<file path="config.mk">
export PLATFORM = sky130hd
export DESIGN_NAME = softmax_sum_accumulator
export DESIGN_NICKNAME = d
export VERILOG_FILES = /design/src/rtl/softmax_pkg.sv /design/src/rtl/softmax_lane_adder_tree.sv /design/src/rtl/softmax_sum_accumulator.sv
export SDC_FILE = /design/constraint.sdc
export NUM_CORES = 1
export LEC_CHECK = 0
export CAP_MARGIN = 20
export CORE_AREA = 5 5 143 145
export DETAILED_ROUTE_END_ITERATION = 10
export DIE_AREA = 0 0 148 150
export HOLD_SLACK_MARGIN = 0.08
export PLACE_DENSITY = 0.56
export SLEW_MARGIN = 25
export SYNTH_ARGS = -nofsm -noshare
export SYNTH_HDL_FRONTEND = slang
export SYNTH_SLANG_ARGS = --single-unit
export TNS_END_PERCENT = 1
</file>
<file path="constraint.sdc">
create_clock -name clock_i -period 7.4 [get_ports clock_i]
set_input_delay 0.74 -clock clock_i [delete_from_list [all_inputs] [get_ports clock_i]]
set_output_delay 0.74 -clock clock_i [all_outputs]
set_load 0.005 [all_outputs]
</file>
<file path="src/rtl/softmax_pkg.sv">
// Shared types and helpers for the softmax denominator accumulator.
package softmax_pkg;

   typedef enum logic [1:0] {IDLE, ACCUM, DONE} state_e;

   function automatic int clog2(input int v);
      int r;
      r = 0;
      for (int i = 0; i < 31; i++) begin
         if ((1 << i) < v) r = i + 1;
      end
      return r;
   endfunction

   function automatic int popcount(input logic [31:0] v);
      int n;
      n = 0;
      for (int i = 0; i < 32; i++) begin
         if (v[i]) n++;
      end
      return n;
   endfunction

   localparam int DEF_DATA_W  = 16;
   localparam int DEF_LANES   = 4;
   localparam int DEF_GUARD_W = 4;
   localparam int SUM_W       = DEF_DATA_W + DEF_GUARD_W;
   localparam int CNT_W       = DEF_GUARD_W + 1;
   localparam int TREE_W      = DEF_DATA_W + clog2(DEF_LANES);

endpackage

</file>
<file path="src/rtl/softmax_lane_adder_tree.sv">
// Combinational sum of the kept lanes of one input beat.
module softmax_lane_adder_tree
   import softmax_pkg::*;
#(
   parameter int DATA_W = 16,
   parameter int LANES  = 4,
   parameter int TREE_W = DATA_W + clog2(LANES)
) (
   input  logic [LANES*DATA_W-1:0] data_i,
   input  logic [LANES-1:0]        keep_i,
   output logic [TREE_W-1:0]       sum_o
);

   always_comb begin
      sum_o = '0;
      for (int k = 0; k < LANES; k++) begin
         if (keep_i[k]) sum_o = sum_o + TREE_W'(data_i[k*DATA_W +: DATA_W]);
      end
   end

endmodule

</file>
<file path="src/rtl/softmax_sum_accumulator.sv">
// Framed, saturating accumulator of exp values feeding the softmax divider.
module softmax_sum_accumulator
   import softmax_pkg::*;
#(
   parameter int DATA_W  = 16,
   parameter int LANES   = 4,
   parameter int GUARD_W = 4,
   parameter int SHIFT   = 4,
   parameter int OUT_W   = 16
) (
   input  logic                    clock_i,
   input  logic                    reset_i,
   input  logic [LANES*DATA_W-1:0] in_data_i,
   input  logic [LANES-1:0]        in_keep_i,
   input  logic                    in_valid_i,
   input  logic                    in_last_i,
   output logic                    in_ready_o,
   input  logic                    clear_i,
   output logic [OUT_W-1:0]        sum_data_o,
   output logic [GUARD_W:0]        sum_count_o,
   output logic                    sum_ovf_o,
   output logic                    sum_valid_o,
   input  logic                    sum_ready_i
);

   localparam int ACC_W   = DATA_W + GUARD_W;
   localparam int CNTW    = GUARD_W + 1;
   localparam int TRW     = DATA_W + clog2(LANES);
   localparam int CNT_MAX = (1 << CNTW) - 1;

   state_e              state_q, state_d;
   logic [ACC_W-1:0]    acc_q, acc_d;
   logic [CNTW-1:0]     cnt_q, cnt_d;
   logic                ovf_q, ovf_d;
   logic                in_ready_q;
   logic [TRW-1:0]      tree;
   logic [ACC_W:0]      acc_sum;
   logic [CNTW-1:0]     cnt_inc;
   int                  cnt_sum;
   logic                accept;
   logic [ACC_W+OUT_W-1:0] shifted;
   logic                hi_bits;

   softmax_lane_adder_tree #(
      .DATA_W (DATA_W),
      .LANES  (LANES),
      .TREE_W (TRW)
   ) u_tree (
      .data_i (in_data_i),
      .keep_i (in_keep_i),
      .sum_o  (tree)
   );

   assign accept  = in_valid_i & in_ready_q;
   assign acc_sum = {1'b0, acc_q} + (ACC_W+1)'(tree);

   always_comb begin
      cnt_sum = int'(cnt_q) + popcount(32'(in_keep_i));
      cnt_inc = (cnt_sum > CNT_MAX) ? CNTW'(CNT_MAX) : CNTW'(cnt_sum);
   end

   always_comb begin
      state_d = state_q;
      acc_d   = acc_q;
      cnt_d   = cnt_q;
      ovf_d   = ovf_q;
      if (clear_i) begin
         state_d = IDLE;
         acc_d   = '0;
         cnt_d   = '0;
         ovf_d   = 1'b0;
      end else begin
         case (state_q)
            IDLE, ACCUM: begin
               if (accept) begin
                  // carry out of the widened add means the sum no longer fits
                  acc_d   = acc_sum[ACC_W] ? '1 : acc_sum[ACC_W-1:0];
                  ovf_d   = ovf_q | acc_sum[ACC_W];
                  cnt_d   = cnt_inc;
                  state_d = in_last_i ? DONE : ACCUM;
               end
            end
            DONE: begin
               if (sum_ready_i) begin
                  state_d = IDLE;
                  acc_d   = '0;
                  cnt_d   = '0;
                  ovf_d   = 1'b0;
               end
            end
            default: state_d = IDLE;
         endcase
      end
   end

   always_ff @(posedge clock_i or posedge reset_i) begin
      if (reset_i) begin
         state_q    <= IDLE;
         acc_q      <= '0;
         cnt_q      <= '0;
         ovf_q      <= 1'b0;
         in_ready_q <= 1'b1;
      end else begin
         state_q    <= state_d;
         acc_q      <= acc_d;
         cnt_q      <= cnt_d;
         ovf_q      <= ovf_d;
         in_ready_q <= (state_d != DONE);
      end
   end

   // accumulator stays frozen in DONE, so the result is held until taken
   assign shifted     = {{OUT_W{1'b0}}, acc_q} >> SHIFT;
   assign hi_bits     = |(shifted >> OUT_W);
   assign sum_data_o  = hi_bits ? '1 : shifted[OUT_W-1:0];
   assign sum_ovf_o   = ovf_q | hi_bits;
   assign sum_count_o = cnt_q;
   assign sum_valid_o = (state_q == DONE);
   assign in_ready_o  = in_ready_q;

endmodule
</file>
==> flow_summary.yaml <==
outcome:
  status: "complete, no violations"
sta:
  worstMarginPinSlew_ns: 0.5297
  rsz0062_at_grt: "yes"
  fin_crit_sh_pct: 97.85
  skew_ns: 0.004251
  fmax_mhz: 138.1
  finalSetupTns_ns: 0
  setup_viol: 0
  fin_ws_ns: 0.1589
  finalHoldViolCount: 0
  drv_slew: 0
  period_needed_ns: 7.241
  slew-limit-headroom_pct: 64.31
route:
  avgViaCountPerCell: 5.097
  via_count: 5958
  antenna_left: 0
  dr.first_iter.drc_count: 260
  drc: 0
  routedWlPerCell_um: 14.89
  dr.pass1.iters: 4
  routed_wirelength_um: 17410
die:
  core_area_mm2: 0.01908
  die_h_um: 150
  dieArea_mm2: 0.02220
  num_rows: 51
  ios: 98
  die_w_um: 148
  initial_core_util_pct: 29.35
critical_path:
  cp_slowest_cell: "fa_2"
  cp_slowest_stage_delay_ns: 0.36
  startpoint_type: "input pin"
  endpoint_kind: "flip-flop"
  crit_top_cell: "a21oi_2"
  cp.required_ns: 7.55
  cp.arrival_ns: 7.39
  crit_type: "input pin to flip-flop"
  path_max_fanout: 19
cts:
  numCtsBuffers: 5
  clockBufferDepth: 2
  clock_latency_ns: 0.28
  cts_hold_buf: 0
  htreeDepth: 2
  tritoncts: "built"
  root_buffer: "clkbuf_16"
  path_clk_slew_ns: 0.05
  cts_sinks: 29
synth:
  yosys_most_used_dff: "dfrtp_1"
  synth_area_leaders: "ha_1, dfrtp_1, a21oi_1, xnor2_1, nor2_1"
  yosysTopAreaCellShare_pct: 15.64
  synth-seq-cells: 29
  netlist-cell-type-count: 83
  synthArstFlopShare_pct: 100.0
  synth_nets: 854
  yosysWarningCount: 0
  synth_top_area_cell: "ha_1"
  synth.avg_cell_area_um2: 7.942
  ys_seq_area_share_pct: 12.98
  synth-edff-count: 0
  synth_cells: 705
  synth_area_mm2: 0.005599
power_and_ir_drop:
  p_leak_nw: 3.866
  powerDensity_mw_per_mm2: 222.5
  peakVddDrop_mv: 0.1393
  power_mw: 1.840
placed_design:
  gp_congestion: 0.8690
  hpwl_um: 13870
  dp_cells: 1154
  port_buffers: 97
  dp_slack_ns: -0.9112
cells_and_area:
  area_growth_pct: 47.71
  multi_input_area_mm2: 0.004780
  instances_no_fill: 1169
  seq_area_um2: 726.9
  antennaDiodeCount: 0
  final.fill_count: 1914
  drive_above_1_share_pct: 27.50
  fin_nets: 1079
run:
  drv_cap: 0
worst_hold_path:
  hold_path.class: "flip-flop to flip-flop"
global_routing:
  grt_max_degree: 33
  grt_antenna_before_repair: 0
  grt_pass1_wl_um: 28580
  overflow: 0
  first_global_vias: 5957
  grtUsageTotal_pct: 15.39
## through the flow
step,util [%],hold WS (ns),instance area [µm²]
after floorplan,-,0.4616,5693
after global placement,41.33,0.4953,7885
after detailed placement,41.33,0.4958,7885
after CTS,42.49,0.5117,8107
after global routing,43.35,0.5625,8270
final,43.35,0.5054,8270
## area by class of cell
type,instances,share of cell area [%]
multi-input combinational,599,57.79
inverter,36,1.634
sequential,29,8.790
timing repair buffer,259,26.46
tap,238,3.601
clock buffer,5,1.513
clock inverter,3,0.2118
## state kept, by name, summed over array words and instances, names as in the netlist
name	count
acc_q	20
in_ready_o	1
state_q	2
sum_count_o	5
sum_ovf_o	1
## final timing paths
path                                      from  cells past startpoint             end  slack [ns]
worst max-delay path              in_keep_i[0]                     38        acc_q[9]        0.16
worst min-delay path            sum_count_o[3]                      2  sum_count_o[3]        0.51
worst max register to register        acc_q[0]                     12        acc_q[9]        4.24
worst min register to register  sum_count_o[3]                      2  sum_count_o[3]        0.51
max in group asynchronous              reset_i                      3      in_ready_o        6.26
min in group asynchronous              reset_i                      3  sum_count_o[3]        0.83
## synthesized netlist by cell type (all sizes together) (4+ instances only)
cell type,count
a21o,23
nand2,53
clkbuf,17
a21oi,64
a22oi,4
dfrtp,28
inv,36
o31ai,7
mux2i,5
nor2b,10
nor3,16
mux2,17
and3,6
nor4,4
ha,70
o21bai,8
a31oi,8
buf,24
nor2,54
a2111oi,6
a221o,20
and2,8
a211oi,14
nand2b,12
nand3,7
o31a,5
o21ai,41
o21a,13
or3,4
xor2,20
fa,5
a41o,4
xnor2,36
## placed cells by master, fill, tap and decap left out, drive strengths merged, types with 6 or more instances in the layout
cell type	count
a221o	20
mux2	17
clkdlybuf4s50	92
o21bai	8
and2	8
o31ai	7
a211oi	14
and3	6
nand2	53
xnor2	36
a21oi	64
buf	164
a21o	23
o21ai	41
xor2	20
ha	70
o21a	13
inv	36
nand2b	12
a2111oi	6
nor3	16
nand3	7
a31oi	8
dfrtp	28
nor2b	10
nor2	54
## cell families (layout without fill, tap and decap cells)
group                      after synthesis  after routing  synth area share [%]
xor gates and xnor gates                56             56                 8.760
other                                    1              1               0.06697
muxes                                   22             22                 4.447
AOI/OAI and AO/OA                      255            255                 32.92
and+or+nand+nor                        188            188                 16.65
DFF                                     29             29                 12.98
adders and majority gates               77             77                 17.81
buffers and inverters                   77            303                 6.369
## per-layer routing
layer	up-vias	share of wire [%]	global-route usage [%]
met3	13	4.5	2.090
met2	130	47	26.63
met1	2743	48	20.90
met5	-	0	0
li1	3072	-	-
met4	0	0.90	2.263
## repair_timing
action | 4_1_cts | 5_1_grt
gates resized for setup | 21 | 29
gates cloned | 0 | 0
setup buffers | 6 | 1
setup endpoints to repair | 21 | 21
pin swaps | 26 | 14
## worst max-delay path, delay by kind of cell
| kind | cells | cell delay, ns |
|---|---|---|
| compound gates | 18 | 3.23 |
| fa+ha+maj | 6 | 1.59 |
| simple gates | 7 | 0.93 |
| xor+xnor | 3 | 0.46 |
| buf+inv | 3 | 0.34 |
| mux | 1 | 0.09 |
## report_power, final
part | switching (mW) | internal, mW
Clock | 0.0735 | 0.123
Sequential | 0.0422 | 0.196
Combinational | 0.643 | 0.763
No activity file was read; power rests on OpenSTA's default activity.
